<file path="config.mk">
export PLATFORM = sky130hd
export DESIGN_NAME = dual_issue_scheduler
export DESIGN_NICKNAME = d
export VERILOG_FILES = /design/src/rtl/sched_pkg.sv /design/src/rtl/dual_issue_scheduler_fwd_select.sv /design/src/rtl/dual_issue_scheduler.sv
export SDC_FILE = /design/constraint.sdc
export NUM_CORES = 1
export LEC_CHECK = 0
export CAP_MARGIN = 20
export CORE_MARGIN = 1
export CORE_UTILIZATION = 55
export CTS_CLUSTER_SIZE = 25
export DETAILED_ROUTE_END_ITERATION = 8
export PLACE_DENSITY = 0.84
export SYNTH_ARGS = -nofsm -noshare
export SYNTH_HDL_FRONTEND = slang
export SYNTH_SLANG_ARGS = --single-unit
</file>
<file path="constraint.sdc">
create_clock -name clk -period 3.8 [get_ports clk]
set_input_delay 0.76 -clock clk [delete_from_list [all_inputs] [get_ports clk]]
set_output_delay 0.76 -clock clk [all_outputs]
set_load 0.02 [all_outputs]
</file>
<file path="src/rtl/sched_pkg.sv">
// sched_pkg: shared unit codes, forward selects and lane-entry type for the dual-issue scheduler.
package sched_pkg;
    typedef enum logic [1:0] {UNIT_AU, UNIT_MUL, UNIT_LSU, UNIT_NONE} unit_e;

    localparam logic [2:0] SEL_REGFILE = 3'd0;
    localparam logic [2:0] SEL_AU1     = 3'd1;
    localparam logic [2:0] SEL_AU2     = 3'd2;
    localparam logic [2:0] SEL_MUL1    = 3'd3;
    localparam logic [2:0] SEL_MUL2    = 3'd4;
    localparam logic [2:0] SEL_LSU     = 3'd5;
    localparam logic [2:0] SEL_WB1     = 3'd6;
    localparam logic [2:0] SEL_WB2     = 3'd7;

    localparam int CNT_W   = 3;
    localparam int N_LANES = 7;
    localparam int L_AU1   = 0;
    localparam int L_AU2   = 1;
    localparam int L_MUL1  = 2;
    localparam int L_MUL2  = 3;
    localparam int L_LSU   = 4;
    localparam int L_WB1   = 5;
    localparam int L_WB2   = 6;

    typedef struct packed {
        logic             valid;
        logic [4:0]       rd;
        logic             is_load;
        logic [CNT_W-1:0] countdown;
    } lane_entry_t;

    // Non-writing instructions are stored with rd=0 so they occupy a lane but never match.
    function automatic lane_entry_t mk_entry(input logic [4:0] rd, input logic rw, input logic ld,
                                             input logic [CNT_W-1:0] cd);
        mk_entry = {1'b1, rw ? rd : 5'd0, ld, cd};
    endfunction
endpackage

</file>
<file path="src/rtl/dual_issue_scheduler_fwd_select.sv">
// fwd_select: picks the highest-priority in-flight lane producing a source register.
module fwd_select
    import sched_pkg::*;
(
    input  logic [4:0]                     i_idx,
    input  logic                           i_en,
    input  lane_entry_t [N_LANES-1:0]      i_lanes,
    output logic [2:0]                     o_sel,
    output logic                           o_not_ready
);
    // Scan lowest priority first so the last hit (AU1 side) wins.
    always_comb begin
        o_sel = SEL_REGFILE;
        o_not_ready = 1'b0;
        for (int k = N_LANES - 1; k >= 0; k--) begin
            if (i_en && i_idx != 5'd0 && i_lanes[k].valid && i_lanes[k].rd == i_idx) begin
                o_sel = 3'(k + 1);
                o_not_ready = (k == L_MUL1 || k == L_MUL2 || (k == L_LSU && i_lanes[k].is_load))
                              && i_lanes[k].countdown != '0;
            end
        end
    end
endmodule

</file>
<file path="src/rtl/dual_issue_scheduler.sv">
// dual_issue_scheduler: tracks in-flight destinations per lane and decides slot issue,
// forwarding selects and fetch stall for the dual-slot decode stage.
module dual_issue_scheduler
    import sched_pkg::*;
#(
    parameter int MUL_LAT = 3,
    parameter int LSU_LAT = 2
) (
    input  logic       clk,
    input  logic       rst_n,
    input  logic       s0_valid,
    input  logic       s1_valid,
    input  logic [4:0] s0_rs1,
    input  logic [4:0] s0_rs2,
    input  logic [4:0] s1_rs1,
    input  logic [4:0] s1_rs2,
    input  logic       s0_use_rs2,
    input  logic       s1_use_rs2,
    input  logic [4:0] s0_rd,
    input  logic [4:0] s1_rd,
    input  logic       s0_reg_write,
    input  logic       s1_reg_write,
    input  logic [1:0] s0_unit,
    input  logic [1:0] s1_unit,
    input  logic       s0_is_load,
    input  logic       s1_is_load,
    input  logic       kill_s1,
    output logic [2:0] hazard_select1_s0,
    output logic [2:0] hazard_select2_s0,
    output logic [2:0] hazard_select1_s1,
    output logic [2:0] hazard_select2_s1,
    output logic       issue0,
    output logic       issue1,
    output logic       stall
);
    localparam logic [CNT_W-1:0] MUL_CD = CNT_W'(MUL_LAT - 1);
    localparam logic [CNT_W-1:0] LSU_CD = CNT_W'(LSU_LAT - 1);

    lane_entry_t [N_LANES-1:0] r_lane;
    lane_entry_t [N_LANES-1:0] w_lane_nx;
    logic [3:0][4:0] w_idx;
    logic [3:0][2:0] w_sel;
    logic [3:0]      w_en;
    logic [3:0]      w_nr;
    logic            w_mul1_free, w_mul2_free, w_lsu_free;
    logic            w_raw, w_waw, w_struct1, w_issue0, w_issue1;

    function automatic logic done(input lane_entry_t e);
        done = e.valid && e.countdown == '0;
    endfunction

    function automatic lane_entry_t step(input lane_entry_t e);
        step = (e.valid && e.countdown != '0) ? {e.valid, e.rd, e.is_load, e.countdown - 1'b1} : '0;
    endfunction

    assign w_idx = {s1_rs2, s1_rs1, s0_rs2, s0_rs1};
    assign w_en  = {s1_use_rs2, 1'b1, s0_use_rs2, 1'b1};

    genvar g;
    for (g = 0; g < 4; g++) begin : g_fwd
        fwd_select u_fwd (
            .i_idx       (w_idx[g]),
            .i_en        (w_en[g]),
            .i_lanes     (r_lane),
            .o_sel       (w_sel[g]),
            .o_not_ready (w_nr[g])
        );
    end

    assign w_mul1_free = !r_lane[L_MUL1].valid || r_lane[L_MUL1].countdown == '0;
    assign w_mul2_free = !r_lane[L_MUL2].valid || r_lane[L_MUL2].countdown == '0;
    assign w_lsu_free  = !r_lane[L_LSU].valid  || r_lane[L_LSU].countdown  == '0;

    assign w_issue0 = rst_n && s0_valid && !w_nr[0] && !w_nr[1] &&
                      (s0_unit == UNIT_MUL ? w_mul1_free : s0_unit == UNIT_LSU ? w_lsu_free : 1'b1);

    assign w_raw = s0_reg_write && s0_rd != 5'd0 &&
                   (s0_rd == s1_rs1 || (s1_use_rs2 && s0_rd == s1_rs2));
    assign w_waw = s0_reg_write && s1_reg_write && s0_rd != 5'd0 && s0_rd == s1_rd;
    assign w_struct1 = s1_unit == UNIT_MUL ? w_mul2_free :
                       s1_unit == UNIT_LSU ? (w_lsu_free && s0_unit != UNIT_LSU) : 1'b1;

    assign w_issue1 = w_issue0 && s1_valid && !kill_s1 && !w_nr[2] && !w_nr[3] &&
                      !w_raw && !w_waw && w_struct1;

    // Writeback collisions resolve toward the youngest producer; the older one is not tracked.
    always_comb begin
        w_lane_nx = '0;
        w_lane_nx[L_AU1] = (w_issue0 && s0_unit == UNIT_AU) ? mk_entry(s0_rd, s0_reg_write, 1'b0, '0) : '0;
        w_lane_nx[L_AU2] = (w_issue1 && s1_unit == UNIT_AU) ? mk_entry(s1_rd, s1_reg_write, 1'b0, '0) : '0;
        w_lane_nx[L_MUL1] = (w_issue0 && s0_unit == UNIT_MUL) ? mk_entry(s0_rd, s0_reg_write, 1'b0, MUL_CD)
                                                              : step(r_lane[L_MUL1]);
        w_lane_nx[L_MUL2] = (w_issue1 && s1_unit == UNIT_MUL) ? mk_entry(s1_rd, s1_reg_write, 1'b0, MUL_CD)
                                                              : step(r_lane[L_MUL2]);
        w_lane_nx[L_LSU] = (w_issue0 && s0_unit == UNIT_LSU) ? mk_entry(s0_rd, s0_reg_write, s0_is_load, LSU_CD) :
                           (w_issue1 && s1_unit == UNIT_LSU) ? mk_entry(s1_rd, s1_reg_write, s1_is_load, LSU_CD) :
                                                               step(r_lane[L_LSU]);
        w_lane_nx[L_WB1] = done(r_lane[L_AU1])  ? r_lane[L_AU1]  :
                           done(r_lane[L_MUL1]) ? r_lane[L_MUL1] :
                           done(r_lane[L_LSU])  ? r_lane[L_LSU]  : '0;
        w_lane_nx[L_WB2] = done(r_lane[L_AU2])  ? r_lane[L_AU2]  :
                           done(r_lane[L_MUL2]) ? r_lane[L_MUL2] : '0;
    end

    always_ff @(posedge clk) begin
        if (!rst_n) r_lane <= '0;
        else        r_lane <= w_lane_nx;
    end

    assign issue0 = w_issue0;
    assign issue1 = w_issue1;
    assign stall  = rst_n && ((s0_valid && !w_issue0) || (s1_valid && !kill_s1 && !w_issue1));
    assign hazard_select1_s0 = rst_n ? w_sel[0] : SEL_REGFILE;
    assign hazard_select2_s0 = rst_n ? w_sel[1] : SEL_REGFILE;
    assign hazard_select1_s1 = rst_n ? w_sel[2] : SEL_REGFILE;
    assign hazard_select2_s1 = rst_n ? w_sel[3] : SEL_REGFILE;
endmodule

</file>
==> impl_metrics.toml, run 1 <==
[outcome]
status = "finished, final reports clean"

[setup_path]
crit_end = "stall"
reg2reg_to = "r_lane[37]"
arrival_ns = 2.98
startpoint_type = "input pin"
crit_type = "in -> out"
worstPathRequired_ns = 3.04
rrSetupSlack_ns = 0.79
reg2reg_from = "r_lane[35]"
worst_setup_path_end_kind = "primary output"
worstSetupStartpoint = "s0_rs1[1]"
rr_worst_depth = 9
crit_path_max_fanout = 7

[die]
dieWidth_um = 93.4
die-area_mm2 = 0.00873
die_h_um = 93.4
initial_core_util = 0.583
core_mm2 = 0.00789
ios = 60
row_count = 32

[route]
final_antenna_net_count = 0
drt_iter0_drc = 400
wl_mm = 16.6
drc = 0
vias_per_cell = 6.25
dr.pass1.iters = 7
vias = 5124
wire_per_inst_um = 20.3

[synthesis]
synth-seq-area-share = 0.227
ys_async_sr_fraction = 0
ys_warn_count = 0
muxShareOfSynthArea = 0.0109
synth-edff-count = 0
synth-simple-area-share = 0.244
synth_compound_area_frac = 0.130
synth_top_family_by_area = "XOR/XNOR gates"
dominantRegCellSynth = "dfxtp_1"
synth_area_mm2 = 0.00460
syn_avg_cell_area_um2 = 7.78
ys_ff_latch = 52
synthAdderAreaFrac = 0.0163
synth_xor_area_frac = 0.297
synth.distinct_cells = 55
synth_nets = 642
netlist_instances = 591

[timing]
fmax_mhz = 267
tightest_slew_ns = 0.666
fin_crit_ns = 3.74
drv_slew = 0
slew_headroom = 0.553
setup_viol = 0
setup-tns-final_ns = 0
period_share = 0.985
skew_ns = 0.0107
hold_violations = 0
layout_setup_ws_ns = 0.0580

[final_layout]
final_cell_mix = "buf_4, xnor2_1, nand2_1, xor2_1, dfxtp_1"
regMostFlops = "r_lane"
syn_to_final_growth_pct = 36.5
reg_top3 = "r_lane: 52 flops"
layout.nets = 767
largest_reg_flops = 52
finalNonFillerCells = 820
drive_gt1_frac = 0.236
final_common_cell = "buf_4"

[cts]
clockBufferDepth = 2
h-tree-depth = 2
cts_tree = "yes"
clkTransAtPathRegs_ns = 0.10
clkLatencyLatePin_ns = 0.33
cts_hold_buf = 0
numCtsBuffers = 5
clock_sinks = 52
cts_root_buf = "clkbuf_8"

[worst_hold_path]
min_from = "r_lane[20]"
hold_path.class = "reg -> reg"

[pwr]
peakVddDrop_mv = 0.148
power_density_mw_per_mm2 = 209
combPwrFrac = 0.259
p_switching_mw = 0.396
power_frac_clock = 0.316
p_sw_frac = 0.302
seq_power_share = 0.425
p_leak_nw = 2.55
p_int_mw = 0.917

[placed_design]
dp_hpwl_mm = 12.6
pre_cts_ws_ns = -0.701
port_buffers = 59
globalplace.congestion = 0.992
dp.cells = 799

[global_route]
gr-total-overflow = 0
grt_pass1_vias = 5055
grt_start_max_net_pins = 25
grt.total_usage = 0.377
antenna_found_initial = 1
grt_pass1_wl_mm = 24.8

[job]
cap_viol_max_count = 0
## layer usage
| layer | vias to the layer above | track usage | routed length, µm |
|---|---|---|---|
| li1 | 2261 | - | - |
| met4 | 0 | 0.258 | 1270 |
| met1 | 2380 | 0.410 | 5980 |
| met3 | 118 | 0.0715 | 1570 |
| met5 | - | 0 | 0 |
| met2 | 365 | 0.659 | 7810 |
## cell families after synthesis
family,Yosys count
adders and majority gates,6
buffers and inverters,77
muxes,5
DFF,52
xor gates and xnor gates,156
AOI/OAI and AO/OA,86
and+or+nand+nor,209
## area by class of cell
type,instances,area [µm²]
flip-flops and latches,52,1040
multi-input cells,463,3400
well taps,102,128
inverters,18,67.6
repair buffers,176,1520
diodes,1,2.50
fillers,537,1610
clock inverters,3,46.3
clock buffers,5,68.8
## power by group through the flow
stage | sequential [mW] | combinational (mW) | clock (mW)
floorplan | 0.564 | 0.177 | 0
global placement | 0.570 | 0.306 | 0
detailed placement | 0.571 | 0.315 | 0
CTS | 0.558 | 0.321 | 0.407
global route | 0.559 | 0.356 | 0.432
finish | 0.558 | 0.340 | 0.415
## critical path, stage by stage
cell and delay [ns]:
dlygate4sd2_1 0.24, buf_4 0.17, xnor2_1 0.13, nand4_1 0.16, or3_4 0.36, a311o_1 0.33, a22oi_2 0.31, o21ai_2 0.12
o211a_1 0.23, buf_4 0.15
## Yosys cell counts (4+ instances only)
| cell | instances | area share |
|---|---|---|
| xnor2_1 | 104 | 0.20 |
| dfxtp_1 | 52 | 0.23 |
| nand2_1 | 52 | 0.042 |
| xor2_1 | 52 | 0.099 |
| clkbuf_1 | 34 | 0.028 |
| nor2_1 | 33 | 0.027 |
| nand4_1 | 24 | 0.033 |
| nor4_1 | 22 | 0.030 |
| o21ai_0 | 21 | 0.023 |
| nor3_1 | 20 | 0.022 |
| inv_1 | 18 | 0.015 |
| buf_2 | 16 | 0.017 |
| a21oi_1 | 12 | 0.013 |
| and2_1 | 12 | 0.016 |
| o31ai_1 | 12 | 0.020 |
| nor2b_1 | 11 | 0.015 |
| a22oi_1 | 9 | 0.015 |
| ha_1 | 6 | 0.016 |
| nand2b_1 | 6 | 0.0082 |
| nand3_1 | 6 | 0.0065 |
| mux2i_1 | 5 | 0.011 |
| buf_4 | 4 | 0.0065 |
| nand4b_1 | 4 | 0.0076 |
## through the flow
| stage | total power [mW] | utilization | hold slack [ns] | area, µm² |
|---|---|---|---|---|
| 3_5_place_dp | 0.886 | 0.741 | 0.405 | 5840 |
| 4_1_cts | 1.29 | 0.767 | 0.419 | 6050 |
| 6_report | 1.31 | 0.795 | 0.416 | 6270 |
| 5_1_grt | 1.35 | 0.795 | 0.450 | 6270 |
| 3_3_place_gp | 0.876 | 0.741 | 0.400 | 5840 |
| 2_1_floorplan | 0.742 | - | 0.393 | 4600 |
## worst min-delay path by stage
stage	endpoint	depth (start not counted)
6_report	r_lane[20]	1
3_3_place_gp	r_lane[20]	1
4_1_cts	r_lane[20]	1
2_1_floorplan	r_lane[20]	1
3_5_place_dp	r_lane[20]	1
5_1_grt	r_lane[20]	1
## timing repair
action | 4_1_cts | 5_1_grt
setup endpoints to repair | 15 | 15
gates resized for setup | 52 | 45
setup buffers | 5 | 6
cloned | 1 | 0
pin swaps | 10 | 23
(Power assumes the default switching activity.)
==> run 2: changes to the inputs <==
--- a/config.mk
+++ b/config.mk
@@ -8,6 +8,7 @@
 export CAP_MARGIN = 20
 export CORE_MARGIN = 1
 export CORE_UTILIZATION = 55
+export CTS_CLUSTER_DIAMETER = 80
 export CTS_CLUSTER_SIZE = 25
 export DETAILED_ROUTE_END_ITERATION = 8
 export PLACE_DENSITY = 0.84
==> constraint.sdc (replaced) <==
create_clock -name clk -period 3.7 [get_ports clk]
set_input_delay 0.74 -clock clk [delete_from_list [all_inputs] [get_ports clk]]
set_output_delay 0.74 -clock clk [all_outputs]
set_load 0.02 [all_outputs]
==> impl_metrics.toml, run 2 (synthesis gave the netlist of run 1 again) <==
[die]
row_count = 32
initial_core_util = 0.583
die_h_um = 93.4
ios = 60
dieWidth_um = 93.4
core_mm2 = 0.00789
die-area_mm2 = 0.00873

[setup_path]
rr_worst_depth = 8
cp_top_family = "compound AO/OA/AOI/OAI gates"
reg2reg_from = "r_lane[38]"
crit_type = "in -> out"
worst-path-buf-inv = 3
crit_path_max_fanout = 3
crit_path_top_delay_cell = "clkdlybuf4s50_1"
arrival_ns = 2.95
rrSetupSlack_ns = 0.75
worst_setup_path_end_kind = "primary output"
reg2reg_to = "r_lane[48]"
critPathMaxStageDelay_ns = 0.51
startpoint_type = "input pin"
worstPathRequired_ns = 2.96
crit_chain = "clkdlybuf4s50_1 > a21bo_1 > buf_4 > nor3_1 > a311oi_1 > a2111o_1 > a21oi_2 > o211a_1 > buf_6"

[cts]
clock_sinks = 52
clockBufferDepth = 2
cts_tree = "yes"
numCtsBuffers = 5
cts_root_buf = "clkbuf_8"
clkLatencyLatePin_ns = 0.32
clkTransAtPathRegs_ns = 0.10
h-tree-depth = 2
cts_hold_buf = 0

[worst_hold_path]
holdPathEnd = "r_lane[20]"
min_from = "r_lane[20]"
hold_path.class = "reg -> reg"
min_delay_path_depth = 1

[route]
dr.pass1.iters = 5
wire_per_inst_um = 19.9
vias_per_cell = 6.10
final_antenna_net_count = 0
drc = 0
wl_mm = 16.4
drt_iter0_drc = 384
vias = 5015

[placed_design]
placed_cell_area_mm2 = 0.00590
port_buffers = 59
globalplace.congestion = 1.03
pre_cts_ws_ns = -0.744
dp.cells = 806
dp_hpwl_mm = 12.5

[pwr]
power_density_mw_per_mm2 = 205
peakVddDrop_mv = 0.188
p_leak_nw = 2.51

[global_route]
grt.total_usage = 0.373
grt_pass1_vias = 4940
use_met1 = 0.419
grt_pass1_wl_mm = 24.8
grtUsageMet3 = 0.0715
use_met2 = 0.658
antenna_found_initial = 0
grt.busiest_layer = "met2"
grt_start_max_net_pins = 25
gr-total-overflow = 0

[timing]
setup-tns-final_ns = 0
period_share = 0.998
hold_violations = 0
fmax_mhz = 271
slew_headroom = 0.541
layout_setup_ws_ns = 0.00594
skew_ns = 0.0127
setup_viol = 0
tightest_slew_ns = 0.681
drv_slew = 0
fin_crit_ns = 3.69

[final_layout]
postLayoutCellArea_mm2 = 0.00624
largest_reg_flops = 52
diodes = 0
reg_top3 = "r_lane: 52 flops"
regMostFlops = "r_lane"
final_cell_mix = "buf_4, xnor2_1, dfxtp_1, nand2_1, xor2_1"
drive_gt1_frac = 0.246
fill_cells = 521
finalNonFillerCells = 822
final_common_cell = "buf_4"
syn_to_final_growth_pct = 35.8
layout.nets = 770

[job]
cap_viol_max_count = 0

[outcome]
status = "finished, final reports clean"
-- run 2: what timing repair did --
item,in CTS,in global routing
buffers inserted,3,5
pin swaps,16,27
endpoints found under the setup margin,15,14
resized for setup,65,50
gates cloned,0,0
-- run 2: worst max-delay path by stage --
stage	startpoint	endpoint	slack (ns)	cells past startpoint
after global routing	s1_rs1[0]	stall	-0.08	10
after global placement	s0_rs1[3]	stall	-0.72	11
after floorplan	s0_rs1[2]	issue1	0.17	9
final	s1_use_rs2	stall	0.006	9
after CTS	s1_rs1[1]	stall	-0.10	9
after detailed placement	s0_rs1[3]	stall	-0.74	11
-- run 2: where the power goes --
group	switching [mW]	internal, mW	total (mW)
Clock	0.222	0.138	0.360
Combinational	0.176	0.168	0.344
Sequential	0.00785	0.565	0.573
Total	0.406	0.872	1.28
-- run 2: per-layer routing --
metal,wire [µm],vias to the layer above
met3,1580,113
met1,5920,2320
met2,7730,317
li1,-,2265
met4,1150,0
met5,0,-
-- run 2: metrics by stage --
| stage | utilization | hold slack [ns] | power, mW |
|---|---|---|---|
| 6_report | 0.791 | 0.421 | 1.28 |
| 3_5_place_dp | 0.747 | 0.411 | 0.908 |
| 2_1_floorplan | - | 0.393 | 0.762 |
| 5_1_grt | 0.791 | 0.455 | 1.32 |
| 3_3_place_gp | 0.747 | 0.399 | 0.898 |
| 4_1_cts | 0.768 | 0.426 | 1.26 |
-- run 2: final cells by class --
cell class	count	area (µm²)	area share
Clock buffer	5	68.8	0.0110
Clock inverter	3	26.3	0.00421
Inverter	18	67.6	0.0108
Multi-Input combinational cell	462	3400	0.545
Sequential cell	52	1040	0.167
Tap cell	102	128	0.0204
Timing Repair Buffer	180	1510	0.242
